==> src/rtl/bcd_display_scanner.sv <==
// Time-multiplexed 7-segment scanner: latches a packed BCD word once per frame and
// drives one digit per slot. Optional leading-zero blanking: BCD_DISPLAY_LEADING_ZERO_BLANK_EN.
module bcd_display_scanner #(
  parameter int DIGITS         = 3,
  parameter int SCAN_DIV       = 1000,
  parameter int BLANK_CYCLES   = 1,
  parameter int SEG_ACTIVE_LOW = 0,
  parameter int DIG_ACTIVE_LOW = 0
) (
  input  logic                  clk,
  input  logic                  reset_n,
  input  logic [DIGITS*4-1:0]   bcd_in,
  input  logic                  enable,
  output logic [6:0]            seg,
  output logic [DIGITS-1:0]     dig,
  output logic                  frame_start
);

  localparam int CW = (SCAN_DIV > 1) ? $clog2(SCAN_DIV) : 1;
  localparam int IW = (DIGITS > 1) ? $clog2(DIGITS) : 1;
  localparam logic [6:0]        SEG_OFF = (SEG_ACTIVE_LOW != 0) ? 7'h7F : 7'h00;
  localparam logic [DIGITS-1:0] DIG_OFF = (DIG_ACTIVE_LOW != 0) ? {DIGITS{1'b1}} : {DIGITS{1'b0}};

  logic [CW-1:0]       r_cnt;
  logic [IW-1:0]       r_idx;
  logic [DIGITS*4-1:0] r_snap;
  logic [6:0]          r_seg;
  logic [DIGITS-1:0]   r_dig;
  logic                r_frame_start;

  logic                w_last_cnt;
  logic                w_last_idx;
  logic                w_lit;
  logic [3:0]          w_nib;
  logic [DIGITS-1:0]   w_onehot;
  logic                w_lz_blank;
  logic [6:0]          w_seg_act;
  logic [DIGITS-1:0]   w_dig_act;

  function automatic logic [6:0] decode(input logic [3:0] n);
    case (n)
      4'd0:    decode = 7'h3F;
      4'd1:    decode = 7'h06;
      4'd2:    decode = 7'h5B;
      4'd3:    decode = 7'h4F;
      4'd4:    decode = 7'h66;
      4'd5:    decode = 7'h6D;
      4'd6:    decode = 7'h7D;
      4'd7:    decode = 7'h07;
      4'd8:    decode = 7'h7F;
      4'd9:    decode = 7'h6F;
      default: decode = 7'h40;
    endcase
  endfunction

  assign w_last_cnt = (r_cnt == CW'(SCAN_DIV - 1));
  assign w_last_idx = (r_idx == IW'(DIGITS - 1));
  // The first BLANK_CYCLES of each slot keep every digit dark to avoid ghosting.
  assign w_lit      = enable && (r_cnt >= CW'(BLANK_CYCLES));

  always_comb begin
    w_nib    = 4'd0;
    w_onehot = '0;
    for (int k = 0; k < DIGITS; k++) begin
      if (r_idx == IW'(k)) begin
        w_nib       = r_snap[k*4 +: 4];
        w_onehot[k] = 1'b1;
      end
    end
  end

`ifdef BCD_DISPLAY_LEADING_ZERO_BLANK_EN
  // Walk from the top digit down; a digit is blanked while it and everything above it is zero.
  always_comb begin : lz_scan
    logic v_zero_above;
    v_zero_above = 1'b1;
    w_lz_blank   = 1'b0;
    for (int k = DIGITS - 1; k >= 1; k--) begin
      v_zero_above = v_zero_above && (r_snap[k*4 +: 4] == 4'd0);
      if (r_idx == IW'(k)) w_lz_blank = v_zero_above;
    end
  end
`else
  assign w_lz_blank = 1'b0;
`endif

  assign w_seg_act = (w_lit && !w_lz_blank) ? decode(w_nib) : 7'h00;
  assign w_dig_act = w_lit ? w_onehot : '0;

  always_ff @(posedge clk or negedge reset_n) begin
    if (!reset_n) begin
      r_cnt         <= '0;
      r_idx         <= '0;
      r_snap        <= '0;
      r_seg         <= SEG_OFF;
      r_dig         <= DIG_OFF;
      r_frame_start <= 1'b0;
    end else begin
      if (!enable) begin
        r_cnt  <= '0;
        r_idx  <= '0;
        r_snap <= bcd_in;
      end else begin
        r_cnt <= w_last_cnt ? '0 : r_cnt + CW'(1);
        if (w_last_cnt) begin
          r_idx <= w_last_idx ? '0 : r_idx + IW'(1);
          if (w_last_idx) r_snap <= bcd_in;
        end
      end
      r_seg         <= w_seg_act ^ SEG_OFF;
      r_dig         <= w_dig_act ^ DIG_OFF;
      r_frame_start <= enable && (r_cnt == '0) && (r_idx == '0);
    end
  end

  assign seg         = r_seg;
  assign dig         = r_dig;
  assign frame_start = r_frame_start;

endmodule
==> config.mk <==
export PLATFORM = sky130hd
export DESIGN_NAME = bcd_display_scanner
export DESIGN_NICKNAME = d
export VERILOG_FILES = /design/src/rtl/bcd_display_scanner.sv
export SDC_FILE = /design/constraint.sdc
export NUM_CORES = 1
export LEC_CHECK = 0
export ABC_CLOCK_PERIOD_IN_PS = 4250
export CORE_ASPECT_RATIO = 0.8
export CORE_MARGIN = 3
export CORE_UTILIZATION = 45
export DETAILED_ROUTE_END_ITERATION = 10
export GPL_ROUTABILITY_DRIVEN = 0
export GPL_TIMING_DRIVEN = 1
export PLACE_DENSITY_LB_ADDON = 0.05
export SYNTH_ARGS = -nofsm -noshare
export SYNTH_HDL_FRONTEND = slang
export SYNTH_SLANG_ARGS = --single-unit
==> constraint.sdc <==
create_clock -name clk -period 4.25 [get_ports clk]
set_input_delay 0.6375 -clock clk [delete_from_list [all_inputs] [get_ports clk]]
set_output_delay 0.6375 -clock clk [all_outputs]
set_load 0.02 [all_outputs]
After elaboration in Yosys (flattened, before gate mapping)
Memory sizes are Yosys's and may differ from the RTL's. Cells that the tools add are included. W data, S select, Z words.

Add/subtract/negate cells: 2. $mul: 0. Divide/modulo/power cells: 0. Magnitude comparators: 1. Equality and inequality tests: 5. Shifts and indexed selects: 0. Mux-type cells: 16. Bitwise gates (word level): 0. Reductions and logical operators: 6.

Operator list (count): $mux W12 (3); $mux W10 (2); $mux W4 (3); $add A10 B1 Y10 const B (1); $eq A10 B10 Y1 const B (1); $ge A10 B1 Y1 const B (1); $logic_not A10 Y1 (1); $mux W7 (1); $mux W2 (3); $ne A2 B1 Y1 const B (2); $logic_and A1 B1 Y1 (3); $mux W1 (3); $mux W3 (1); $add A2 B1 Y2 const B (1); $eq A2 B1 Y1 const B (1); $eq A2 B2 Y1 const B (1); $logic_not A2 Y1 (1); $reduce_and A2 Y1 (1).

Register bits: 35. Bits in latches: 0. Memory bits (writable): 0. Bits in read-only memories: 112. Bits of input ports: 15. Output and inout port bits: 11. Logic and storage cells: 37. Memories kept: 1.

Memory list: (no name shown) (depth 16, bits a word 7, read ports 1, clocked after memory_dff 0, write ports 0, RTL line 41) `case (n)`.

Longest topological paths before layout
Gate-level depths: netlist of run 1. An unclocked memory read counts as a cell.

Depth after elaboration: 6. Depth in mapped cells: 8. Depth with buffers taken out: 7.

Worst setup path before layout of run 1
No wires, ideal clock.

Path kind: flip-flop to flip-flop. Start: register r_cnt[0]. End: register r_snap[10]. Library setup time: 125 ps. Arrival: 1853 ps. Data required time: 4125 ps. Slack: 2271 ps. Stages on the path, launching flop included: 8. Path buffers: 2. Period minus slack after synthesis: 1979 ps. Cell sequence: dfrtp_1 -> ha_1 -> nand3_1 -> or4_1 -> buf_2 -> o21ai_4 -> buf_12 -> mux2_4.

Word-level cells in the longest chain between the ends: 3.

RTL lines: start, declared (RTL line 24) `logic [CW-1:0] r_cnt;`; start signal, assigned (RTL line 104) `r_cnt <= w_last_cnt ? '0 : r_cnt + CW'(1);`; $eq A10 B10 Y1 (RTL line 56) `assign w_last_cnt = (r_cnt == CW'(SCAN_DIV - 1));`; $ne A2 B1 Y1 (no source line); $reduce_and A2 Y1 (no source line); end signal, assigned (RTL line 102) `r_snap <= bcd_in;`; end signal, assigned (RTL line 107) `if (w_last_idx) r_snap <= bcd_in;`; end, declared (RTL line 26) `logic [DIGITS*4-1:0] r_snap;`.

No other way between the ends. A chain may end at the register's enable or synchronous reset.

Worst setup path after layout of run 1
Start: register r_idx[1]. End: register r_seg[6] (netlist: seg[6]).

Word-level cells in the longest chain between the ends: 6. Elaborated cells on any way between the ends: 8. Those cells by class: eq/ne (2); mux (4); reduce/logical (1); memory (1).

RTL lines: start, declared (RTL line 25) `logic [IW-1:0] r_idx;`; start signal, assigned (RTL line 106) `r_idx <= w_last_idx ? '0 : r_idx + IW'(1);`; $logic_not A2 Y1 (RTL line 65) `if (r_idx == IW'(k)) begin`; $mux W4 (2 in series) (RTL line 65); $mux W4 * (RTL line 65); $mem_v2 Z16 W7 *; $mux W7 * (RTL line 87) `assign w_seg_act = (w_lit && !w_lz_blank) ? decode(w_nib) : 7'h00;`; net w_seg_act[6] (RTL line 37) `logic [6:0] w_seg_act;`; end signal, assigned (RTL line 110) `r_seg <= w_seg_act ^ SEG_OFF;`; end, declared (RTL line 27) `logic [6:0] r_seg;`.

The timed path passes the listed nets; every way through them passes the cells marked *.

==> results of run 1 <==
==> sequential cells by signal, indices dropped and copies added (netlist names) <==
| signal | flops |
|---|---|
| r_idx | 2 |
| frame_start | 1 |
| r_cnt | 10 |
| seg | 7 |
| dig | 3 |
| r_snap | 12 |
==> cells by family (layout without fill, tap and decap cells) <==
group | after synthesis | count (layout)
muxes | 21 | 21
DFF | 35 | 35
and+or+nand+nor | 45 | 45
adders and majority gates | 9 | 9
buffers and inverters | 11 | 39
AOI/OAI and AO/OA | 17 | 17
xor gates and xnor gates | 8 | 8
==> worst max-delay path by stage <==
stage | start | end | slack (ns) | depth (start not counted)
after floorplan | r_cnt[0]$_DFF_PN0_ | r_snap[10]$_DFFE_PN0P_ | 2.27 | 7
after global placement | r_cnt[0]$_DFF_PN0_ | r_snap[0]$_DFFE_PN0P_ | 1.98 | 5
after detailed placement | r_cnt[0]$_DFF_PN0_ | r_snap[0]$_DFFE_PN0P_ | 1.91 | 5
after CTS | r_idx[1]$_DFFE_PN0P_ | seg[6]$_DFF_PN0_ | 1.89 | 6
after global routing | r_idx[1]$_DFFE_PN0P_ | seg[6]$_DFF_PN0_ | 1.65 | 6
final | r_idx[1]$_DFFE_PN0P_ | seg[6]$_DFF_PN0_ | 1.88 | 6
==> cells in the final DEF, fill, tap and decap left out, drive strengths merged <==
cell type	instances
dfrtp	35
clkdlybuf4s50	25
mux2	13
nor2	9
ha	9
mux2i	8
nand2	7
inv	6
clkbuf	6
nand3	5
nor3	5
xnor2	5
a2bb2oi	4
or4	4
and2	4
xor2	3
o2bb2ai	3
a21oi	3
nor2b	2
nand4	2
or3	2
o22ai	2
nand2b	2
o21ai	2
and3	1
and4b	1
nor3b	1
o41ai	1
a21o	1
a21boi	1
clkinv	1
buf	1
==> report_power, final <==
group          internal [uW]  switching, uW  total (uW)
registers                356           11.8         368
clock network            127            110         237
logic                   67.9           63.3         131
total                    551            185         736
==> worst register-to-register path, delay by kind of cell, from the launching register on <==
kind / cells / cell delay (ns)
adder cells (fa/ha/maj): 1 / 0.25
flip-flops: 1 / 0.57
buffers and inverters: 1 / 0.15
AO/OA/AOI/OAI: 2 / 0.76
multiplexers: 2 / 0.57
==> stage by stage <==
step           cell area [um2]  util (%)  worst slack, ns  instances
3_5_place_dp              2050      57.1             1.91        219
2_1_floorplan             1760         -             2.27        146
4_1_cts                   2140      59.5             1.89        226
3_3_place_gp              2050      57.1             1.98        219
6_report                  2140      59.5             1.88        226
5_1_grt                   2140      59.5             1.65        226
==> layout make-up <==
cell class	count	area (um2)	area share [%]
inverter	6	22.5	1.05
sequential	35	876	41.0
clock inverter	1	5.00	0.234
multi-input combinational	100	827	38.7
timing repair buffer	26	258	12.1
tap	52	65.1	3.05
clock buffer	6	82.6	3.87
==> layer usage <==
layer	GRT usage (%)	wire [um]	vias to the layer above
li1	-	-	569
met1	20.2	1540	562
met2	23.9	1300	34
met3	4.18	139	6
met4	6.98	51	0
met5	0	0	-
==> results.yml, run 1 <==
clocking:
  cts_sinks: 35
  htree_levels: 2
  numCtsBuffers: 5
  post_cts_buffers: 0
  clk_latency_ns: 0.28
  cts_resized: 0
  path_clk_slew_ns: 0.07
  hold_buffers: 0
  cts-root-buf: "clkbuf_8"
  clock_path_buffers: 2
  cts_tree: "done"
synth:
  netlist_area_um2: 1760
  ys.flop_type: "dfrtp_1"
  ys_warn_count: 0
  synth-xor-area-share_pct: 3.97
  synth_area_leaders: "dfrtp_1, mux2_4, ha_1, mux2i_1, xnor2_1"
  synth_edf_count: 0
  synth_cell_types: 33
  yosys.area.top_type: "dfrtp_1"
  ys_seq_elements: 35
  synth_top_cell_area_share_pct: 49.7
  synth-compound-area-share_pct: 8.02
  synthAdderAreaFrac_pct: 6.39
  synth.most_common_cell: "dfrtp_1"
  synth_seq_area_share_pct: 49.7
  syn_inst: 146
  synth-async-reset-ratio_pct: 100
  synth_fp_nets: 170
  synth-simple-area-share_pct: 13.6
  synth.avg_cell_area_um2: 12.1
  synth_top_family_by_area: "multiplexers"
  synth_mux_area_share_pct: 15.0
  synth_common_cells: "dfrtp_1, mux2_4, ha_1, nor2_1, mux2i_1"
finish:
  fillers: 291
  area_growth_pct: 21.1
  diodes: 0
  nNetsFinal: 198
  drive_above_1_share_pct: 13.2
run:
  drv_cap: 0
timing:
  tightest_slew_ns: 0.727
  setup-violations-final: 0
  min_period_ns: 2.37
  hold-worst-slack_ns: 0.518
  max_freq_ghz: 0.422
  finalCritPeriodShare_pct: 55.7
  slew_headroom_pct: 51.3
  rsz0062_at_grt: "false"
  slew_viol_final: 0
  setup_tns_ns: 0
  clock_skew_ns: 0.00655
  hold_viol: 0
power_and_ir_drop:
  pwr_density_cell_nw_per_um2: 345
  ir_worst_vdd_mv: 0.230
  power.static_leakage_uw: 0.000970
  total_power_uw: 736
status:
  status: "completed"
route:
  vias: 1171
  ant_nets: 0
  drt_pass1_iterations: 4
  vias_per_cell: 5.18
  drc: 0
  wl_per_cell_um: 13.4
  drt_iter0_drc: 17
  wirelength_um: 3040
worst_setup_path:
  max_stage_delay_ns: 0.62
  cp_data_arrival_time_ns: 2.57
  crit_path_end_kind: "flip-flop"
  start_kind: "flip-flop"
  path_max_fanout: 10
  cp_top_family: "compound AO/OA/AOI/OAI gates"
  r2r_start: "r_idx[1]$_DFFE_PN0P_"
  path_cells: "mux2i_1 -> a2bb2oi_1 -> inv_1 -> ha_1 -> mux2_2 -> a21oi_1"
  rr_endpoint: "seg[6]$_DFF_PN0_"
  reg2regPathDepth: 6
  critical_path_class: "flip-flop to flip-flop"
  rrSetupSlack_ns: 1.88
  path_buf_inv: 1
  cp.required_ns: 4.45
  critical-path-slowest-cell: "a2bb2oi_1"
global_routing:
  grt_usage_pct: 15.2
  grt_pass1_vias: 1153
  grt_pass1_wl_um: 5500
  grt_remaining_overflow: 0
  antenna_found_initial: 0
  grt_max_degree: 36
worst_hold_path:
  holdPathEnd: "r_snap[11]$_DFFE_PN0P_"
  hold_path_depth: 1
  worstHoldPathType: "flip-flop to flip-flop"
  hold_path_startpoint: "r_snap[11]$_DFFE_PN0P_"
floorplan:
  fp.coreArea_um2: 3590
  rows: 19
  die_w_um: 76.0
  ioPinCount: 26
  die_area_um2: 4710
  die_h_um: 62.0
  start_util_pct: 49.1
place:
  hpwl_um: 2170
  portBuffers: 25
Power figures use the tool's default switching activity.
==> inputs of run 2 (changes only) <==
Settings changed: ABC_CLOCK_PERIOD_IN_PS 4250 to 2040.
Clock period 4.25 ns to 2.04 ns, I/O delays scaled along.
==> results.yml, run 2 (synthesis results as in run 1) <==
finish:
  multiInputGateArea_um2: 838
  area_growth_pct: 27.2
  drive_above_1_share_pct: 19.4
  layout.area.seq_um2: 876
  nNetsFinal: 211
  final_cell_mix: "dfrtp_1, clkdlybuf4s50_1, buf_4"
  largest_reg_flops: 12
  diodes: 0
  final_common_cell: "dfrtp_1"
  regMostFlops: "r_snap"
  fillers: 266
route:
  drt_iter0_drc: 75
  drt_pass1_iterations: 4
  wirelength_um: 3180
  drc: 0
  wl_per_cell_um: 13.4
  vias_per_cell: 5.13
  vias: 1221
  ant_nets: 0
worst_setup_path:
  reg2regPathDepth: 6
  cp_data_arrival_time_ns: 2.10
  rr_endpoint: "r_snap[0]$_DFFE_PN0P_"
  crit_path_end_kind: "flip-flop"
  cp.required_ns: 2.20
  critical_path_class: "flip-flop to flip-flop"
  r2r_start: "r_cnt[1]$_DFF_PN0_"
  start_kind: "flip-flop"
  rrSetupSlack_ns: 0.10
  path_max_fanout: 12
floorplan:
  start_util_pct: 49.1
  die_h_um: 62.0
  ioPinCount: 26
  die_w_um: 76.0
  fp.coreArea_um2: 3590
  die_area_um2: 4710
  rows: 19
power_and_ir_drop:
  pwr_density_cell_nw_per_um2: 672
  ir_worst_vdd_mv: 0.398
  power.static_leakage_uw: 0.00103
  total_power_uw: 1510
timing:
  max_freq_ghz: 0.515
  min_period_ns: 1.94
  rsz0062_at_grt: "false"
  finalCritPeriodShare_pct: 95.1
  setup_tns_ns: 0
  tightest_slew_ns: 0.511
  slew_headroom_pct: 65.9
  slew_viol_final: 0
  setup-violations-final: 0
  hold_viol: 0
  clock_skew_ns: 0.00357
worst_hold_path:
  worstHoldPathType: "input port to asynchronous set/reset pin"
clocking:
  numCtsBuffers: 5
  cts_tree: "done"
  clk_latency_ns: 0.27
  cts-root-buf: "clkbuf_8"
  cts_sinks: 35
  post_cts_buffers: 0
  htree_levels: 2
  path_clk_slew_ns: 0.06
  clock_path_buffers: 2
place:
  hpwl_um: 2390
  portBuffers: 25
global_routing:
  grt_pass1_wl_um: 5300
  grt_remaining_overflow: 0
  grt_max_degree: 36
  grt_pass1_vias: 1123
  antenna_found_initial: 0
  grt_usage_pct: 14.7
run:
  drv_cap: 0
status:
  status: "completed"
[run 2: cell count changes in the layout (fill, tap and decap cells not counted), sizes merged]
| cell | previous run | this run |
|---|---|---|
| clkinv | 1 | 0 |
| buf | 1 | 14 |
[run 2: worst max-delay path by stage]
stage / startpoint / end / slack [ns]
after floorplan: r_cnt[0]$_DFF_PN0_ / r_snap[10]$_DFFE_PN0P_ / 0.06
after global routing: r_cnt[5]$_DFF_PN0_ / r_snap[0]$_DFFE_PN0P_ / 0.02
after CTS: r_cnt[5]$_DFF_PN0_ / seg[0]$_DFF_PN0_ / 0.05
after detailed placement: r_cnt[5]$_DFF_PN0_ / seg[0]$_DFF_PN0_ / 0.06
final: r_cnt[1]$_DFF_PN0_ / r_snap[0]$_DFFE_PN0P_ / 0.10
after global placement: r_cnt[5]$_DFF_PN0_ / seg[0]$_DFF_PN0_ / 0.11
[run 2: power by group]
part	total (uW)	internal, uW	switching [uW]	leakage [uW]
combinational	300	160	140	0.000544
clock	442	227	215	0.0000371
sequential	765	742	22.9	0.000452
[run 2: layout make-up]
type,instances,share of cell area [%]
timing repair buffer,39,16.4
inverter,6,1.00
multi-input combinational,100,37.4
clock buffer,6,3.24
sequential,35,39.1
tap,52,2.90
[run 2: what timing repair did]
item                                    4_1_cts  5_1_grt
hold endpoints to repair                      0        0
gates resized for setup                       0        2
endpoints found under the setup margin        0        3
hold buffers                                  0        0
[run 2: worst max-delay path, stage by stage, from the launching register on]
cell	delay [ns]
dfrtp_1	0.36
ha_1	0.20
nand3_1	0.08
or4_1	0.47
o21ai_4	0.20
buf_12	0.17
mux2_2	0.34
[run 2: layer usage]
| metal | track usage [%] | vias up | routed length, um | part of all wire (%) |
|---|---|---|---|---|
| li1 | - | 591 | - | - |
| met3 | 4.47 | 5 | 176 | 5.5 |
| met4 | 5.43 | 0 | 31 | 0.97 |
| met5 | 0 | - | 0 | 0 |
| met2 | 21.7 | 37 | 1340 | 42 |
| met1 | 20.6 | 588 | 1630 | 51 |
[run 2: through the flow]
stage	hold slack, ns	instances	instance area, um2	setup slack [ns]	util [%]
finish	0.443	238	2240	0.100	62.5
detailed placement	0.502	232	2160	0.0578	60.1
floorplan	0.0104	146	1760	0.0614	-
CTS	0.457	238	2230	0.0455	62.1
global placement	0.494	232	2160	0.106	60.1
global route	0.480	238	2240	0.0155	62.5
